--- config.mk ---
export PLATFORM = sky130hd
export DESIGN_NAME = div_arbiter_flat
export DESIGN_NICKNAME = d
export VERILOG_FILES = /design/src/rtl/div_arbiter_if.sv /design/src/rtl/div_arbiter.sv /design/src/flat_wrapper.sv
export SDC_FILE = /design/constraint.sdc
export NUM_CORES = 1
export LEC_CHECK = 0
export ABC_AREA = 1
export BUFFER_PORTS_ARGS = -buffer_cell sky130_fd_sc_hd__buf_2
export CAP_MARGIN = 30
export CORE_AREA = 2 2 137 139
export DETAILED_ROUTE_END_ITERATION = 8
export DIE_AREA = 0 0 139 141
export GPL_TIMING_DRIVEN = 0
export PLACE_DENSITY_LB_ADDON = 0.08
export SYNTH_ARGS = -nofsm -noshare
export SYNTH_HDL_FRONTEND = slang
export SYNTH_SLANG_ARGS = --single-unit
--- constraint.sdc ---
create_clock -name clk -period 1.9 [get_ports clk]
set_input_delay 0.19 -clock clk [delete_from_list [all_inputs] [get_ports clk]]
set_output_delay 0.19 -clock clk [all_outputs]
set_load 0.02 [all_outputs]
--- src/rtl/div_arbiter_if.sv ---
// Bundle between the requesting stages, the shared divider and div_arbiter.
// slave = arbiter side, master = requesters plus divider side.
interface div_arbiter_if #(
    parameter int N = 4
);
    logic [N-1:0]    req;
    logic [32*N-1:0] a_in;
    logic [16*N-1:0] b_in;
    logic [N-1:0]    gnt;
    logic [N-1:0]    done;
    logic [31:0]     q_out;
    logic [15:0]     r_out;
    logic            dz_out;
    logic            busy;
    logic [31:0]     div_a;
    logic [15:0]     div_b;
    logic            div_start;
    logic            div_clrn;
    logic [31:0]     div_q;
    logic [15:0]     div_r;
    logic            div_ready;

    modport slave (
        input  req, a_in, b_in, div_q, div_r, div_ready,
        output gnt, done, q_out, r_out, dz_out, busy,
        output div_a, div_b, div_start, div_clrn
    );

    modport master (
        output req, a_in, b_in, div_q, div_r, div_ready,
        input  gnt, done, q_out, r_out, dz_out, busy,
        input  div_a, div_b, div_start, div_clrn
    );
endinterface

--- src/rtl/div_arbiter.sv ---
// Round-robin arbiter sharing one 32/16 divider among N requesters.
// Optional DIV_ARB_DZ_EN: divide-by-zero shortcut that bypasses the divider.
module div_arbiter #(
    parameter int N = 4
) (
    input logic        clk,
    input logic        clr,
    div_arbiter_if.slave bus
);
    localparam int IW = (N > 1) ? $clog2(N) : 1;

    typedef enum logic [1:0] {IDLE, START, WAIT, DONE} state_t;

    state_t        state_q, state_d;
    logic [IW-1:0] ptr_q, ptr_d;
    logic [IW-1:0] idx_q, idx_d;
    logic [N-1:0]  gnt_q, gnt_d;
    logic [N-1:0]  done_q, done_d;
    logic          start_q, start_d;
    logic          busy_q, busy_d;
    logic [31:0]   q_q, q_d;
    logic [15:0]   r_q, r_d;
    logic [31:0]   a_q, a_d;
    logic [15:0]   b_q, b_d;
`ifdef DIV_ARB_DZ_EN
    logic          zf_q, zf_d;
    logic          dz_q, dz_d;
`endif

    logic          win_vld;
    logic [IW-1:0] win_idx;
    logic [31:0]   a_sel;
    logic [15:0]   b_sel;

    assign a_sel = bus.a_in[32*win_idx +: 32];
    assign b_sel = bus.b_in[16*win_idx +: 16];

    // Rotating-priority winner: lowest offset from ptr wins
    always_comb begin
        int            j;
        logic [IW-1:0] jj;
        win_vld = 1'b0;
        win_idx = '0;
        j       = 0;
        jj      = '0;
        for (int k = N - 1; k >= 0; k--) begin
            j = int'(ptr_q) + k;
            if (j >= N) j = j - N;
            jj = IW'(j);
            if (bus.req[jj]) begin
                win_vld = 1'b1;
                win_idx = jj;
            end
        end
    end

    // Next-state and next-output computation for the sequencer
    always_comb begin
        state_d = state_q;
        ptr_d   = ptr_q;
        idx_d   = idx_q;
        gnt_d   = '0;
        done_d  = '0;
        start_d = 1'b0;
        busy_d  = busy_q;
        q_d     = q_q;
        r_d     = r_q;
        a_d     = a_q;
        b_d     = b_q;
`ifdef DIV_ARB_DZ_EN
        zf_d    = zf_q;
        dz_d    = dz_q;
`endif
        unique case (state_q)
            IDLE: begin
                if (win_vld) begin
                    idx_d          = win_idx;
                    a_d            = a_sel;
                    b_d            = b_sel;
                    gnt_d[win_idx] = 1'b1;
                    start_d        = 1'b1;
                    busy_d         = 1'b1;
                    state_d        = START;
`ifdef DIV_ARB_DZ_EN
                    zf_d    = (b_sel == 16'd0);
                    start_d = (b_sel != 16'd0);
`endif
                end
            end
            START: begin
                state_d = WAIT;
`ifdef DIV_ARB_DZ_EN
                if (zf_q) begin
                    done_d[idx_q] = 1'b1;
                    q_d           = 32'hFFFF_FFFF;
                    r_d           = a_q[15:0];
                    dz_d          = 1'b1;
                    state_d       = DONE;
                end
`endif
            end
            WAIT: begin
                if (bus.div_ready) begin
                    done_d[idx_q] = 1'b1;
                    q_d           = bus.div_q;
                    r_d           = bus.div_r;
`ifdef DIV_ARB_DZ_EN
                    dz_d          = 1'b0;
`endif
                    state_d       = DONE;
                end
            end
            DONE: begin
                ptr_d   = (idx_q == IW'(N - 1)) ? '0 : idx_q + IW'(1);
                busy_d  = 1'b0;
                state_d = IDLE;
            end
        endcase
    end

    // State and registered outputs, synchronous clear
    always_ff @(posedge clk) begin
        if (clr) begin
            state_q <= IDLE;
            ptr_q   <= '0;
            idx_q   <= '0;
            gnt_q   <= '0;
            done_q  <= '0;
            start_q <= 1'b0;
            busy_q  <= 1'b0;
            q_q     <= '0;
            r_q     <= '0;
            a_q     <= '0;
            b_q     <= '0;
`ifdef DIV_ARB_DZ_EN
            zf_q    <= 1'b0;
            dz_q    <= 1'b0;
`endif
        end else begin
            state_q <= state_d;
            ptr_q   <= ptr_d;
            idx_q   <= idx_d;
            gnt_q   <= gnt_d;
            done_q  <= done_d;
            start_q <= start_d;
            busy_q  <= busy_d;
            q_q     <= q_d;
            r_q     <= r_d;
            a_q     <= a_d;
            b_q     <= b_d;
`ifdef DIV_ARB_DZ_EN
            zf_q    <= zf_d;
            dz_q    <= dz_d;
`endif
        end
    end

    assign bus.gnt       = gnt_q;
    assign bus.done      = done_q;
    assign bus.div_start = start_q;
    assign bus.busy      = busy_q;
    assign bus.q_out     = q_q;
    assign bus.r_out     = r_q;
    assign bus.div_a     = a_q;
    assign bus.div_b     = b_q;
    assign bus.div_clrn  = ~clr;
`ifdef DIV_ARB_DZ_EN
    assign bus.dz_out    = dz_q;
`else
    assign bus.dz_out    = 1'b0;
`endif
endmodule

--- src/flat_wrapper.sv ---
// flat-port wrapper written by rule: the top's interface ports become plain ports
module div_arbiter_flat 
#(
    parameter int N = 4
)
  (clk, clr, bus_req, bus_a_in, bus_b_in, bus_div_q, bus_div_r, bus_div_ready, bus_gnt, bus_done, bus_q_out, bus_r_out, bus_dz_out, bus_busy, bus_div_a, bus_div_b, bus_div_start, bus_div_clrn);
  div_arbiter_if #(.N(N)) bus_i ();
  input logic clk;
  input logic clr;
  input wire logic [$bits(bus_i.req)-1:0] bus_req;
  input wire logic [$bits(bus_i.a_in)-1:0] bus_a_in;
  input wire logic [$bits(bus_i.b_in)-1:0] bus_b_in;
  input wire logic [$bits(bus_i.div_q)-1:0] bus_div_q;
  input wire logic [$bits(bus_i.div_r)-1:0] bus_div_r;
  input wire logic [$bits(bus_i.div_ready)-1:0] bus_div_ready;
  output wire logic [$bits(bus_i.gnt)-1:0] bus_gnt;
  output wire logic [$bits(bus_i.done)-1:0] bus_done;
  output wire logic [$bits(bus_i.q_out)-1:0] bus_q_out;
  output wire logic [$bits(bus_i.r_out)-1:0] bus_r_out;
  output wire logic [$bits(bus_i.dz_out)-1:0] bus_dz_out;
  output wire logic [$bits(bus_i.busy)-1:0] bus_busy;
  output wire logic [$bits(bus_i.div_a)-1:0] bus_div_a;
  output wire logic [$bits(bus_i.div_b)-1:0] bus_div_b;
  output wire logic [$bits(bus_i.div_start)-1:0] bus_div_start;
  output wire logic [$bits(bus_i.div_clrn)-1:0] bus_div_clrn;
  assign bus_i.req = bus_req;
  assign bus_i.a_in = bus_a_in;
  assign bus_i.b_in = bus_b_in;
  assign bus_i.div_q = bus_div_q;
  assign bus_i.div_r = bus_div_r;
  assign bus_i.div_ready = bus_div_ready;
  assign bus_gnt = bus_i.gnt;
  assign bus_done = bus_i.done;
  assign bus_q_out = bus_i.q_out;
  assign bus_r_out = bus_i.r_out;
  assign bus_dz_out = bus_i.dz_out;
  assign bus_busy = bus_i.busy;
  assign bus_div_a = bus_i.div_a;
  assign bus_div_b = bus_i.div_b;
  assign bus_div_start = bus_i.div_start;
  assign bus_div_clrn = bus_i.div_clrn;
  div_arbiter #(.N(N)) u_core (.clk(clk), .clr(clr), .bus(bus_i));
endmodule
==> results_dict.tcl, run 1 <==
set metrics [dict create \
    status "finished with violations" \
    violations "setup timing" \
    vias 7467 \
    syn_inst 873 \
    syn-num-nets 1128 \
    holdBufCountCts 0 \
    drc_errors 0 \
    ant_nets 0 \
    min_period_ps 1950 \
    ys.flop_type "dfxtp_1" \
    ir_worst_vdd_mv 0.671 \
    path_cells "buf_8 -> clkinv_8 -> nand2_4 -> nand2_4 -> nand2_4 -> nand2_2 -> inv_2 -> nand2_4 -> a21oi_4 -> buf_8 -> buf_8 -> nand4_1 -> nand3_2 -> nor2_2 -> nor2_1" \
    fin_skew_ps 11.2 \
    routedWlPerCell_um 18.7 \
    rsz0062_at_grt "yes" \
    hold_path.class "in -> reg" \
    io_pins 355 \
    synth_top_area_share_pct 38.3 \
    pwr_density_cell_mw_per_mm2 1650 \
    crit_fanout 8 \
    tightest_slew_ps 592 \
    clock_latency_ps 360 \
    fp.coreArea_mm2 0.0183 \
    cpMaxStageDelayCell "dfxtp_2" \
    grt_usage_pct 26.1 \
    start_util_pct 32.1 \
    fin_ws_ps -52.6 \
    grt_max_degree 20 \
    clockBufferDepth 2 \
    synth_area_leaders "dfxtp_1, nor2_1, nand3_1, nand4_1, o21ai_0" \
    crit_path_frequent_cell "nand2_4" \
    viasPerCell 4.97 \
    yosysTopAreaCell "dfxtp_1" \
    pre_cts_ws_ps -233 \
    grt_pass1_wl_mm 39.7 \
    dp_cells 1460 \
    fin_tns_setup_ps -404 \
    clk_pin_slew_ps 80 \
    max_stage_delay_ps 340 \
    gp_routability_congestion 0.882 \
    first_global_vias 6925 \
    drv_cap 0 \
    cts_tree "built" \
    required_ps 2190 \
    dr.pass1.iters 5 \
    endpoint_kind "flop" \
    dieArea_mm2 0.0196 \
    post-dp-hpwl_mm 20.8 \
    numPortBuffers 353 \
    yosysUniqueCellTypes 27 \
    drtIter0Drc 324 \
    p_leak_nw 4.64 \
    grt_overflow 0 \
    antenna_found_initial 5 \
    synth_area_mm2 0.00586 \
    critical_path_buf_inv_count 5 \
    slew_headroom_pct 60.5 \
    rows 50 \
    fp.dieH_um 141 \
    drive_gt1_share_pct 42.6 \
    worstSetupPathType "reg -> reg" \
    slew_viol_final 0 \
    synth_edf_count 0 \
    max_freq_mhz 512 \
    setup_viol 19 \
    critPathArrivalTime_ps 2250 \
    cts_buffers 9 \
    htreeDepth 3 \
    synth.most_common_cell "nor2_1" \
    synth_seq_cells 112 \
    yosysSeqAreaShare_pct 38.3 \
    start_kind "flop" \
    async_flop_share_pct 0 \
    syn_avg_cell_area_um2 6.71 \
    synthToLayoutAreaGrowth_pct 59.8 \
    synthTopCellsByCount "nor2_1, nand3_1, dfxtp_1" \
    hold_viol 0 \
    die-width_um 139 \
    crit_family "simple AND/OR/NAND/NOR gates" \
    total_power_w 0.0154 \
    totalWireLength_mm 28.1 \
    layoutNonFillerInstCount 1501 \
    cts_root_buffer "clkbuf_16" \
    fin_crit_sh_pct 103 \
    yosys_warnings 0 \
    nets 1515 \
    fillers 1946 \
    clock_sinks 112 \
]
## layout make-up
type                       count  area, um^2  area share, %
sequential                   112        2240           24.0
clock inverter                 6        73.8          0.788
timing repair buffer         377        2110           22.5
tap                          234         293           3.13
antenna                        3        7.51         0.0802
multi-input combinational    657        3520           37.6
buffer                        79         788           8.42
inverter                      24         105           1.12
clock buffer                   9         225           2.41
## stage by stage
stage               hold WS, ps  area [um^2]  utilization, %
floorplan                   268         5860               -
global placement            424         7920            43.3
detailed placement          420         7920            43.3
CTS                        30.8         8530            46.7
global route               29.0         9360            51.2
finish                     31.1         9360            51.3
## timing repair
item	4_1_cts	5_1_grt
pin swaps	12	22
setup endpoints to repair	60	97
setup buffers	11	4
cloned	1	10
resized for setup	75	186
## registers in the layout, summed over array words and instances (netlist names)
| signal | cells |
|---|---|
| u_core.bus.div_a | 32 |
| u_core.state_q | 2 |
| u_core.bus.div_b | 16 |
| u_core.idx_q | 2 |
| u_core.bus.div_start | 1 |
| u_core.bus.gnt | 4 |
| u_core.ptr_q | 2 |
| u_core.bus.done | 4 |
| u_core.bus.r_out | 16 |
| u_core.bus.busy | 1 |
| u_core.bus.q_out | 32 |
## logic make-up (layout without fill, tap and decap cells)
logic type               after synthesis  count (layout)  share of synthesized area, %
AO/OA/AOI/OAI                        112             112                          10.0
adder cells (fa/ha/maj)                8               8                          1.71
buffers and inverters                105             495                          8.52
flip-flops                           112             112                          38.3
other                                  1               4                        0.0640
AND/OR/NAND/NOR                      535             536                          41.4
## power by group
group	internal (W)	switching (W)
clock network	0.00104	0.000960
registers	0.00304	0.000375
logic	0.00412	0.00591
## final timing paths
check	endpoint	depth (start not counted)	slack, ps	from
hold / removal	u_core.ptr_q[0]	2	30	clr
setup reg to reg	u_core.bus.div_b[14]	15	-50	u_core.ptr_q[0]
hold reg to reg	u_core.bus.q_out[31]	2	480	u_core.bus.q_out[31]
setup / recovery	u_core.bus.div_b[14]	15	-50	u_core.ptr_q[0]
## layout by cell type, fill, tap and decap left out, types with 2 or more instances in the layout
cell type and count:
a21oi_1 6, buf_12 8, buf_2 354, buf_4 23, buf_6 17, buf_8 17, clkbuf_1 14, clkbuf_16 17
clkbuf_2 11, clkbuf_4 3, clkinvlp_4 2, dfxtp_1 110, dfxtp_2 2, diode_2 3, ha_1 8, inv_1 17
inv_2 5, inv_6 2, nand2_1 78, nand2_2 12, nand2_4 15, nand2_8 2, nand3_1 129, nand3_2 15
nand3_4 8, nand4_1 75, nor2_1 191, nor2_2 7, nor3_1 2, o21ai_0 71, o21ai_1 21, o21ai_2 8
## per-layer routing
metal  routed length [um]  track usage (%)  up-vias
li1                     -                -     3744
met1                11500             31.4     3378
met2                13800             45.3      301
met3                 1910             6.32       44
met4                  766             9.68        0
met5                    0                0        -
Note: power is estimated with default switching activity, not from simulation.
==> run 2: changes to the inputs <==
--- a/config.mk
+++ b/config.mk
@@ -13,6 +13,7 @@
 export DIE_AREA = 0 0 139 141
 export GPL_TIMING_DRIVEN = 0
 export PLACE_DENSITY_LB_ADDON = 0.08
+export RECOVER_POWER = 100
 export SYNTH_ARGS = -nofsm -noshare
 export SYNTH_HDL_FRONTEND = slang
 export SYNTH_SLANG_ARGS = --single-unit
==> results_dict.tcl, run 2 (same netlist as run 1, synthesis figures left out) <==
set metrics [dict create \
    crit_fanout 8 \
    drtIter0Drc 331 \
    start_util_pct 32.1 \
    viasPerCell 5.01 \
    clock_latency_ps 350 \
    setup_viol 17 \
    combPwrFrac_pct 64.5 \
    start_kind "flop" \
    totalWireLength_mm 28.2 \
    status "finished with violations" \
    p_sw_w 0.00726 \
    final_common_cell "buf_2" \
    clock_sinks 112 \
    use_met1_pct 31.4 \
    max_freq_mhz 513 \
    grt_util_met3_pct 6.32 \
    drc_errors 0 \
    layoutNonFillerInstCount 1501 \
    critPathArrivalTime_ps 2240 \
    fp.coreArea_mm2 0.0183 \
    numPortBuffers 353 \
    slew_viol_final 0 \
    p_leak_nw 4.21 \
    met2_usage_pct 45.3 \
    drive_gt1_share_pct 34.0 \
    antenna_found_initial 5 \
    fin_ws_ps -49.9 \
    clockBufferDepth 2 \
    grt_usage_pct 26.1 \
    drv_cap 0 \
    mostFrequentLayoutCells "buf_2, nor2_1, nand3_1" \
    endpoint_kind "flop" \
    switching_share_pct 47.5 \
    hold_viol 0 \
    io_pins 355 \
    postLayoutCoreUtil_pct 50.5 \
    required_ps 2190 \
    clk_pin_slew_ps 80 \
    fin_skew_ps 12.0 \
    tightest_slew_ps 601 \
    nets 1515 \
    post-dp-hpwl_mm 20.8 \
    die-width_um 139 \
    p_int_w 0.00803 \
    slew_headroom_pct 59.9 \
    fp.dieH_um 141 \
    min_period_ps 1950 \
    violations "setup timing" \
    vias 7524 \
    routedWlPerCell_um 18.8 \
    rows 50 \
    grt_max_degree 20 \
    cts_tree "built" \
    seq_power_share_pct 22.5 \
    cts_buffers 9 \
    dr.pass1.iters 5 \
    synthToLayoutAreaGrowth_pct 57.5 \
    gp_routability_congestion 0.882 \
    dieArea_mm2 0.0196 \
    grt_pass1_wl_mm 39.7 \
    fin_crit_sh_pct 103 \
    worstSetupPathType "reg -> reg" \
    ant_nets 0 \
    pwr_density_cell_mw_per_mm2 1660 \
    htreeDepth 3 \
    rsz0062_at_grt "yes" \
    cts_root_buffer "clkbuf_16" \
    hold_path.class "in -> reg" \
    dp_cells 1460 \
    busiest_layer "met2" \
    pwr-share-clk_pct 13.1 \
    first_global_vias 6925 \
    ir_worst_vdd_mv 0.668 \
    grt_overflow 0 \
]
==> run 2: cell count changes in the layout (fill, tap and decap cells not counted), sizes merged <==
| cell | change |
|---|---|
| buf | -108 |
| clkbuf | +108 |
==> run 2: cell type report <==
cell class	count	area [um^2]
diodes	3	7.51
plain buffers	79	788
clock buffers	9	225
clock inverters	6	73.8
fillers	1991	9040
inverters	24	105
multi-input cells	657	3520
flip-flops and latches	112	2240
well taps	234	293
repair buffers	377	1970
==> run 2: final timing paths <==
check	startpoint	to	slack [ps]	depth (start not counted)
worst max-delay path	u_core.ptr_q[0]	u_core.bus.div_b[14]	-50	15
worst max register to register	u_core.ptr_q[0]	u_core.bus.div_b[14]	-50	15
worst min register to register	u_core.bus.q_out[31]	u_core.bus.q_out[31]	490	2
worst min-delay path	bus_div_q[24]	u_core.bus.q_out[24]	80	3
==> run 2: critical path, cell delays in order (launching register included) <==
cell	delay, ps
dfxtp_2	340
buf_8	140
clkinv_8	100
nand2_4	90
nand2_4	60
nand2_4	90
nand2_2	50
inv_2	60
nand2_4	60
a21oi_4	220
buf_8	190
buf_8	120
nand4_1	140
nand3_2	110
nor2_2	40
nor2_1	60
==> run 2: power groups by stage <==
stage,clock network [W],registers (W),logic (W)
finish,0.00200,0.00344,0.00986
global route,0.00214,0.00352,0.0106
CTS,0.00203,0.00339,0.00817
detailed placement,0,0.00344,0.00757
global placement,0,0.00342,0.00756
floorplan,0,0.00416,0.00422
==> run 2: per-stage QoR <==
step | area [um^2] | total power, W | hold slack, ps | TNS, ps | worst slack, ps
4_1_cts | 8530 | 0.0136 | 30.8 | -41.0 | -15.9
5_1_grt | 9230 | 0.0163 | 76.6 | -4850 | -141
3_5_place_dp | 7920 | 0.0110 | 420 | -8710 | -233
2_1_floorplan | 5860 | 0.00838 | 268 | 0 | 222
6_report | 9230 | 0.0153 | 82.1 | -374 | -49.9
3_3_place_gp | 7920 | 0.0110 | 424 | -8300 | -219
==> run 2: metal layers <==
| layer | wire length [um] | vias up |
|---|---|---|
| met5 | 0 | - |
| met4 | 737 | 0 |
| met3 | 2060 | 45 |
| met2 | 13900 | 331 |
| met1 | 11500 | 3404 |
| li1 | - | 3744 |
==> run 2: repair_timing <==
| item | CTS | global route |
|---|---|---|
| gates cloned | 1 | 10 |
| resized for setup | 75 | 186 |
| endpoints found under the setup margin | 60 | 97 |
| buffers inserted | 11 | 4 |
| hold buffers | 0 | 0 |
| pin swaps | 12 | 22 |
